`src/rtl/hyster_pkg.sv`:
```
// Shared definitions for the hysteresis RNG sequencer.
//   hseq_state_t : sequencer FSM states
//   DEF_*        : default parameter values for hyster_seq
package hyster_pkg;

   localparam int DEF_WORD_W    = 32;
   localparam int DEF_RST_CYC   = 8;
   localparam int DEF_TIMEOUT   = 4096;
   localparam int DEF_REP_LIMIT = 16;

   typedef enum logic [2:0] {
      IDLE,
      RESET_CORE,
      WAIT_DONE,
      OUTPUT,
      FAIL
   } hseq_state_t;

endpackage

```
`src/rtl/hyster_sync2.sv`:
```
// Two-flop synchronizer for a single asynchronous level.
//   clk : destination clock
//   rst : async active-high reset, clears both flops
//   d   : asynchronous input
//   q   : synchronized output
module hyster_sync2 (
   input  logic clk,
   input  logic rst,
   input  logic d,
   output logic q
);

   logic meta;

   always_ff @(posedge clk or posedge rst) begin
      if (rst) begin
         meta <= 1'b0;
         q    <= 1'b0;
      end else begin
         meta <= d;
         q    <= meta;
      end
   end

endmodule

```
`src/rtl/hyster_seq.sv`:
```
// Sequencer for the hysteresis ring-oscillator RNG core. Restarts the core
// once per bit, captures each result, packs bits into words (first bit is
// MSB), runs a repetition-count health test and a per-bit timeout, and
// hands finished words to one consumer over valid/ready.
//   clk, rst                 : system clock, async active-high reset
//   en                       : run request (level)
//   clr                      : one-cycle pulse, clears sticky errors / leaves FAIL
//   core_rst_b               : active-low reset to the core
//   core_done, core_bit      : core result, asynchronous to clk
//   rnd_word, rnd_valid      : output word and its valid
//   rnd_ready                : consumer accept
//   busy                     : not in IDLE and not in FAIL
//   health_fail, timeout_err : sticky error flags
//
// state      | meaning
// IDLE       | core held in reset, waiting for en
// RESET_CORE | core held in reset for RST_CYC cycles
// WAIT_DONE  | core released, waiting for done or timeout
// OUTPUT     | word presented, waiting for the handshake
// FAIL       | health or timeout error, waiting for clr
module hyster_seq
   import hyster_pkg::*;
#(
   parameter int WORD_W    = DEF_WORD_W,
   parameter int RST_CYC   = DEF_RST_CYC,
   parameter int TIMEOUT   = DEF_TIMEOUT,
   parameter int REP_LIMIT = DEF_REP_LIMIT
) (
   input  logic              clk,
   input  logic              rst,
   input  logic              en,
   input  logic              clr,
   output logic              core_rst_b,
   input  logic              core_done,
   input  logic              core_bit,
   output logic [WORD_W-1:0] rnd_word,
   output logic              rnd_valid,
   input  logic              rnd_ready,
   output logic              busy,
   output logic              health_fail,
   output logic              timeout_err
);

   localparam int CNT_W = $clog2(WORD_W + 1);

   hseq_state_t       state, state_nxt;
   logic [7:0]        rst_cnt, rst_cnt_nxt;
   logic [15:0]       tmo_cnt, tmo_cnt_nxt;
   logic [CNT_W-1:0]  bit_cnt, bit_cnt_nxt;
   logic [WORD_W-1:0] word_nxt;
   logic              last_bit, last_bit_nxt;
   logic [7:0]        rep_cnt, rep_cnt_nxt;
   logic              hf_nxt, to_nxt;

   logic done_s, done_d, done_rise, bit_s;
   logic [7:0] rep_sum;
   logic       rep_trip;

   hyster_sync2 u_sync_done (.clk(clk), .rst(rst), .d(core_done), .q(done_s));
   hyster_sync2 u_sync_bit  (.clk(clk), .rst(rst), .d(core_bit),  .q(bit_s));

   assign done_rise = done_s & ~done_d;

   // rep_cnt==0 means no history (after reset or clr), so the next bit starts a run
   assign rep_sum  = (rep_cnt != 8'd0 && bit_s == last_bit)
                   ? ((rep_cnt == 8'hFF) ? rep_cnt : rep_cnt + 8'd1)
                   : 8'd1;
   assign rep_trip = (rep_sum >= 8'(REP_LIMIT));

   always_ff @(posedge clk or posedge rst) begin
      if (rst) begin
         state       <= IDLE;
         rst_cnt     <= '0;
         tmo_cnt     <= '0;
         bit_cnt     <= '0;
         rnd_word    <= '0;
         last_bit    <= 1'b0;
         rep_cnt     <= '0;
         health_fail <= 1'b0;
         timeout_err <= 1'b0;
         done_d      <= 1'b0;
         core_rst_b  <= 1'b0;
         rnd_valid   <= 1'b0;
         busy        <= 1'b0;
      end else begin
         state       <= state_nxt;
         rst_cnt     <= rst_cnt_nxt;
         tmo_cnt     <= tmo_cnt_nxt;
         bit_cnt     <= bit_cnt_nxt;
         rnd_word    <= word_nxt;
         last_bit    <= last_bit_nxt;
         rep_cnt     <= rep_cnt_nxt;
         health_fail <= hf_nxt;
         timeout_err <= to_nxt;
         done_d      <= done_s;
         // outputs are registered from the next state so they align with it
         core_rst_b  <= (state_nxt == WAIT_DONE);
         rnd_valid   <= (state_nxt == OUTPUT);
         busy        <= (state_nxt inside {RESET_CORE, WAIT_DONE, OUTPUT});
      end
   end

   always_comb begin
      state_nxt    = state;
      rst_cnt_nxt  = rst_cnt;
      tmo_cnt_nxt  = tmo_cnt;
      bit_cnt_nxt  = bit_cnt;
      word_nxt     = rnd_word;
      last_bit_nxt = last_bit;
      rep_cnt_nxt  = rep_cnt;
      hf_nxt       = health_fail;
      to_nxt       = timeout_err;

      case (state)
         IDLE: begin
            if (en) begin
               state_nxt   = RESET_CORE;
               rst_cnt_nxt = 8'(RST_CYC - 1);
            end
         end
         RESET_CORE: begin
            if (!en) begin
               state_nxt   = IDLE;
               bit_cnt_nxt = '0;
            end else if (rst_cnt == 8'd0) begin
               state_nxt   = WAIT_DONE;
               tmo_cnt_nxt = '0;
            end else begin
               rst_cnt_nxt = rst_cnt - 8'd1;
            end
         end
         WAIT_DONE: begin
            if (!en) begin
               state_nxt   = IDLE;
               bit_cnt_nxt = '0;
            end else if (done_rise) begin
               // a bit arriving on the timeout cycle still wins
               word_nxt     = {rnd_word[WORD_W-2:0], bit_s};
               bit_cnt_nxt  = bit_cnt + 1'b1;
               last_bit_nxt = bit_s;
               rep_cnt_nxt  = rep_sum;
               if (rep_trip) begin
                  hf_nxt    = 1'b1;
                  state_nxt = FAIL;
               end else if (bit_cnt == CNT_W'(WORD_W - 1)) begin
                  state_nxt = OUTPUT;
               end else begin
                  state_nxt   = RESET_CORE;
                  rst_cnt_nxt = 8'(RST_CYC - 1);
               end
            end else if (tmo_cnt == 16'(TIMEOUT - 1)) begin
               to_nxt    = 1'b1;
               state_nxt = FAIL;
            end else begin
               tmo_cnt_nxt = tmo_cnt + 16'd1;
            end
         end
         OUTPUT: begin
            if (rnd_ready) begin
               bit_cnt_nxt = '0;
               if (en) begin
                  state_nxt   = RESET_CORE;
                  rst_cnt_nxt = 8'(RST_CYC - 1);
               end else begin
                  state_nxt = IDLE;
               end
            end
         end
         FAIL: begin
            if (clr) begin
               state_nxt   = IDLE;
               bit_cnt_nxt = '0;
            end
         end
         default: state_nxt = IDLE;
      endcase

      if (clr) begin
         hf_nxt       = 1'b0;
         to_nxt       = 1'b0;
         rep_cnt_nxt  = '0;
         last_bit_nxt = 1'b0;
      end
   end

endmodule

```
`config.mk`:
```
export PLATFORM = sky130hd
export DESIGN_NAME = hyster_seq
export DESIGN_NICKNAME = d
export VERILOG_FILES = /design/src/rtl/hyster_pkg.sv /design/src/rtl/hyster_sync2.sv /design/src/rtl/hyster_seq.sv
export SDC_FILE = /design/constraint.sdc
export NUM_CORES = 1
export LEC_CHECK = 0
export CAP_MARGIN = 20
export CORE_MARGIN = 1.5
export CORE_UTILIZATION = 60
export DETAILED_ROUTE_END_ITERATION = 6
export PLACE_DENSITY = 0.87
export SLEW_MARGIN = 20
export SYNTH_ARGS = -nofsm -noshare
export SYNTH_HDL_FRONTEND = slang
export SYNTH_SLANG_ARGS = --single-unit
```
`constraint.sdc`:
```
create_clock -name clk -period 8.7 [get_ports clk]
set_clock_uncertainty 0.1 [all_clocks]
set_input_delay 1.74 -clock clk [delete_from_list [all_inputs] [get_ports clk]]
set_output_delay 1.74 -clock clk [all_outputs]
set_load 0.1 [all_outputs]
```
==> metrics.yaml <==
status:
  status: "finished, violations left"
  violations: "design-rule violations"
place:
  dp_hpwl_microns: 5540
  port-buffer-count: 43
  place_inst: 536
  place_ws_ns: 4.59
  place_congestion: 0.889
yosys:
  synth_nets: 442
  synthAdderAreaFrac: 0.0185
  synth_edf_count: 0
  synth_ff_type: "dfrtp_1"
  syn-cell-area_sq_mm: 0.00406
  netlist_instances: 429
  synth_xor_area_frac: 0.0345
  muxShareOfSynthArea: 0
  ys_ff_latch: 84
  synth_top_family_by_area: "simple AND/OR/NAND/NOR gates"
  yosysUniqueCellTypes: 62
  yosysWarnings: 0
  synthArstFlopShare: 1.00
  synth_compound_area_frac: 0.129
  synth_seq_area_share: 0.518
  synth_simple_gate_area_frac: 0.272
  avgSynthCellArea_sq_um: 9.47
detailed_routing:
  vias: 3284
  drc: 1
  vias_per_cell: 5.95
  wirelength_microns: 8670
  drt_iter0_drc: 200
  dr.pass1.iters: 7
  antenna_left: 0
  post_drt_wl_per_cell_microns: 15.7
worst_setup_path:
  cp_max_fo: 41
  max_stage_delay_ns: 0.72
  cp-end-kind: "flip-flop"
  crit_chain: "clkdlybuf4s50_1, nand4bb_1, nor2_2, buf_4, nand3_1, nor3b_1, a21oi_1, nor2_1"
  required_ns: 8.88
  criticalPathCategory: "input port to flip-flop"
  startpoint_type: "input port"
  critPathBufInv: 2
  crit_family: "buffers and inverters"
  crit_path_top_delay_cell: "clkdlybuf4s50_1"
  critPathArrivalTime_ns: 3.98
clocking:
  cts.repair.resized: 0
  cts_setup_buffers: 0
  clkTransAtPathRegs_ns: 0.09
  htreeDepth: 3
  clk_latency_ns: 0.36
  max-clock-path-buffers: 2
  cts_inserted_buffers: 9
  cts_tree: "built"
  cts_sinks: 84
  clock-root-buffer: "clkbuf_8"
  cts_hold_buf: 0
sta:
  hold_violations: 0
  post-route-period-util: 0.436
  fin_crit_ns: 3.79
  fmax_mhz: 264
  setup-tns-final_ns: 0
  fin_ws_ns: 4.91
  tightest_slew_ns: 1.01
  finalSetupViolCount: 0
  slew_headroom: 0.327
  rsz0062_at_grt: "no"
  slew_viol_final: 0
finish:
  seq_area_sq_mm: 0.00210
  diodes: 0
  fill_cells: 452
  fin_cells: 552
  final_nets: 483
  area_growth_pct: 17.1
  drive_gt1_frac: 0.0779
  multi_input_area_sq_mm: 0.00185
global_routing:
  antenna_found_initial: 0
  overflow: 0
  gr-usage-all-layers: 0.260
  grt_pass1_vias: 3217
  grt_start_max_net_pins: 85
  grt_pass1_wl_microns: 15000
floorplan:
  die_y_microns: 85.3
  initial_core_util: 0.629
  die_w_microns: 85.3
  die_area_sq_mm: 0.00727
  core_sq_mm: 0.00646
  fp-row-count: 29
  ios: 44
power:
  p_per_area_mw_per_mm2: 176
  power.internal_uw: 592
  swShare: 0.295
  vdd_drop_max_v: 0.000144
  p_sw_uw: 248
  leakage_uw: 0.00220
  power_frac_clock: 0.358
  share_seq_of_total_power: 0.528
  combinationalPowerShare: 0.115
job:
  cap_viol_max_count: 0
worst_hold_path:
  hold_class: "flip-flop to flip-flop"
-- layout make-up --
type	count	area share
well taps	77	0.0203
repair buffers	46	0.0960
inverters	11	0.00894
clock inverters	7	0.0189
clock buffers	9	0.0260
flip-flops and latches	84	0.442
multi-input cells	318	0.388
-- placed cells by master, fill, tap and decap left out, types with 4 or more instances in the layout --
cell type        count
a21oi_1             17
a31oi_1              6
and3_1               4
clkbuf_8             9
clkdlybuf4s50_1     43
dfrtp_1             84
ha_1                 6
inv_1               10
nand2_1            120
nand2b_1             7
nand3_1             13
nand4_1              9
nor2_1              32
nor3_1               8
o21ai_0             12
xor2_1              14
-- final timing paths --
path                                      end              from  cells past startpoint  slack, ns
worst max-delay path               rep_cnt[2]                en                      8       4.91
worst min-delay path            u_sync_done.q  u_sync_done.meta                      0       0.25
worst max register to register     tmo_cnt[1]          state[1]                      6       6.33
worst min register to register  u_sync_done.q  u_sync_done.meta                      0       0.25
max in group asynchronous          tmo_cnt[3]               rst                      3       6.20
min in group asynchronous         tmo_cnt[11]               rst                      3       1.77
-- per-stage QoR --
stage                     hold slack (ns)  power (uW)  cell area, sq um  utilization
after floorplan                     0.231         516              4060            -
after global placement              0.234         539              4540        0.703
after detailed placement            0.235         546              4540        0.703
after CTS                           0.254         842              4750        0.736
after global routing                0.270         875              4760        0.737
final                               0.254         840              4760        0.737
-- synthesized netlist by cell type (all sizes together) (4+ instances only) --
cell      n  share of area
nand4     9          0.014
dfrtp    84           0.52
buf      10          0.013
o21ai    13          0.016
o41ai     4          0.013
nand2b    7          0.011
a21o      4         0.0092
a31oi     7          0.014
nor2     35          0.034
inv      11          0.010
nand2   122           0.12
xor2     14          0.030
a21oi    18          0.025
nand3    13          0.016
clkbuf    6         0.0055
ha        6          0.018
nor3     10          0.015
and3      4         0.0062
-- registers in the layout, indices dropped and copies added, names as in the netlist, 3 cells and up --
name	flops
state	3
tmo_cnt	16
bit_cnt	6
rep_cnt	8
rnd_word	32
rst_cnt	8
-- cell families after synthesis --
family / after synthesis
AND/OR/NAND/NOR: 225
flip-flops: 84
AO/OA/AOI/OAI: 71
buffers and inverters: 27
XOR/XNOR: 16
adder cells (fa/ha/maj): 6
-- metal layers --
layer | global-route usage | routed length, microns | vias to the layer above
met4 | 0.0806 | 115 | 0
met5 | 0 | 0 | -
met1 | 0.343 | 3780 | 1616
met2 | 0.428 | 4350 | 87
met3 | 0.0652 | 435 | 13
li1 | - | - | 1568
-- power groups by stage --
stage	clock [uW]	combinational, uW	sequential, uW
final	300	96.2	443
after global routing	320	108	446
after CTS	304	96.0	442
after detailed placement	0	95.7	450
after global placement	0	91.2	447
after floorplan	0	69.0	447
-- worst reg2reg max path, delay by kind of cell (launching register included) --
family	cells	cell delay (ns)
AO/OA/AOI/OAI	2	0.30
flip-flops	1	0.47
AND/OR/NAND/NOR	4	1.41
Note: power is estimated with default switching activity, not from simulation.
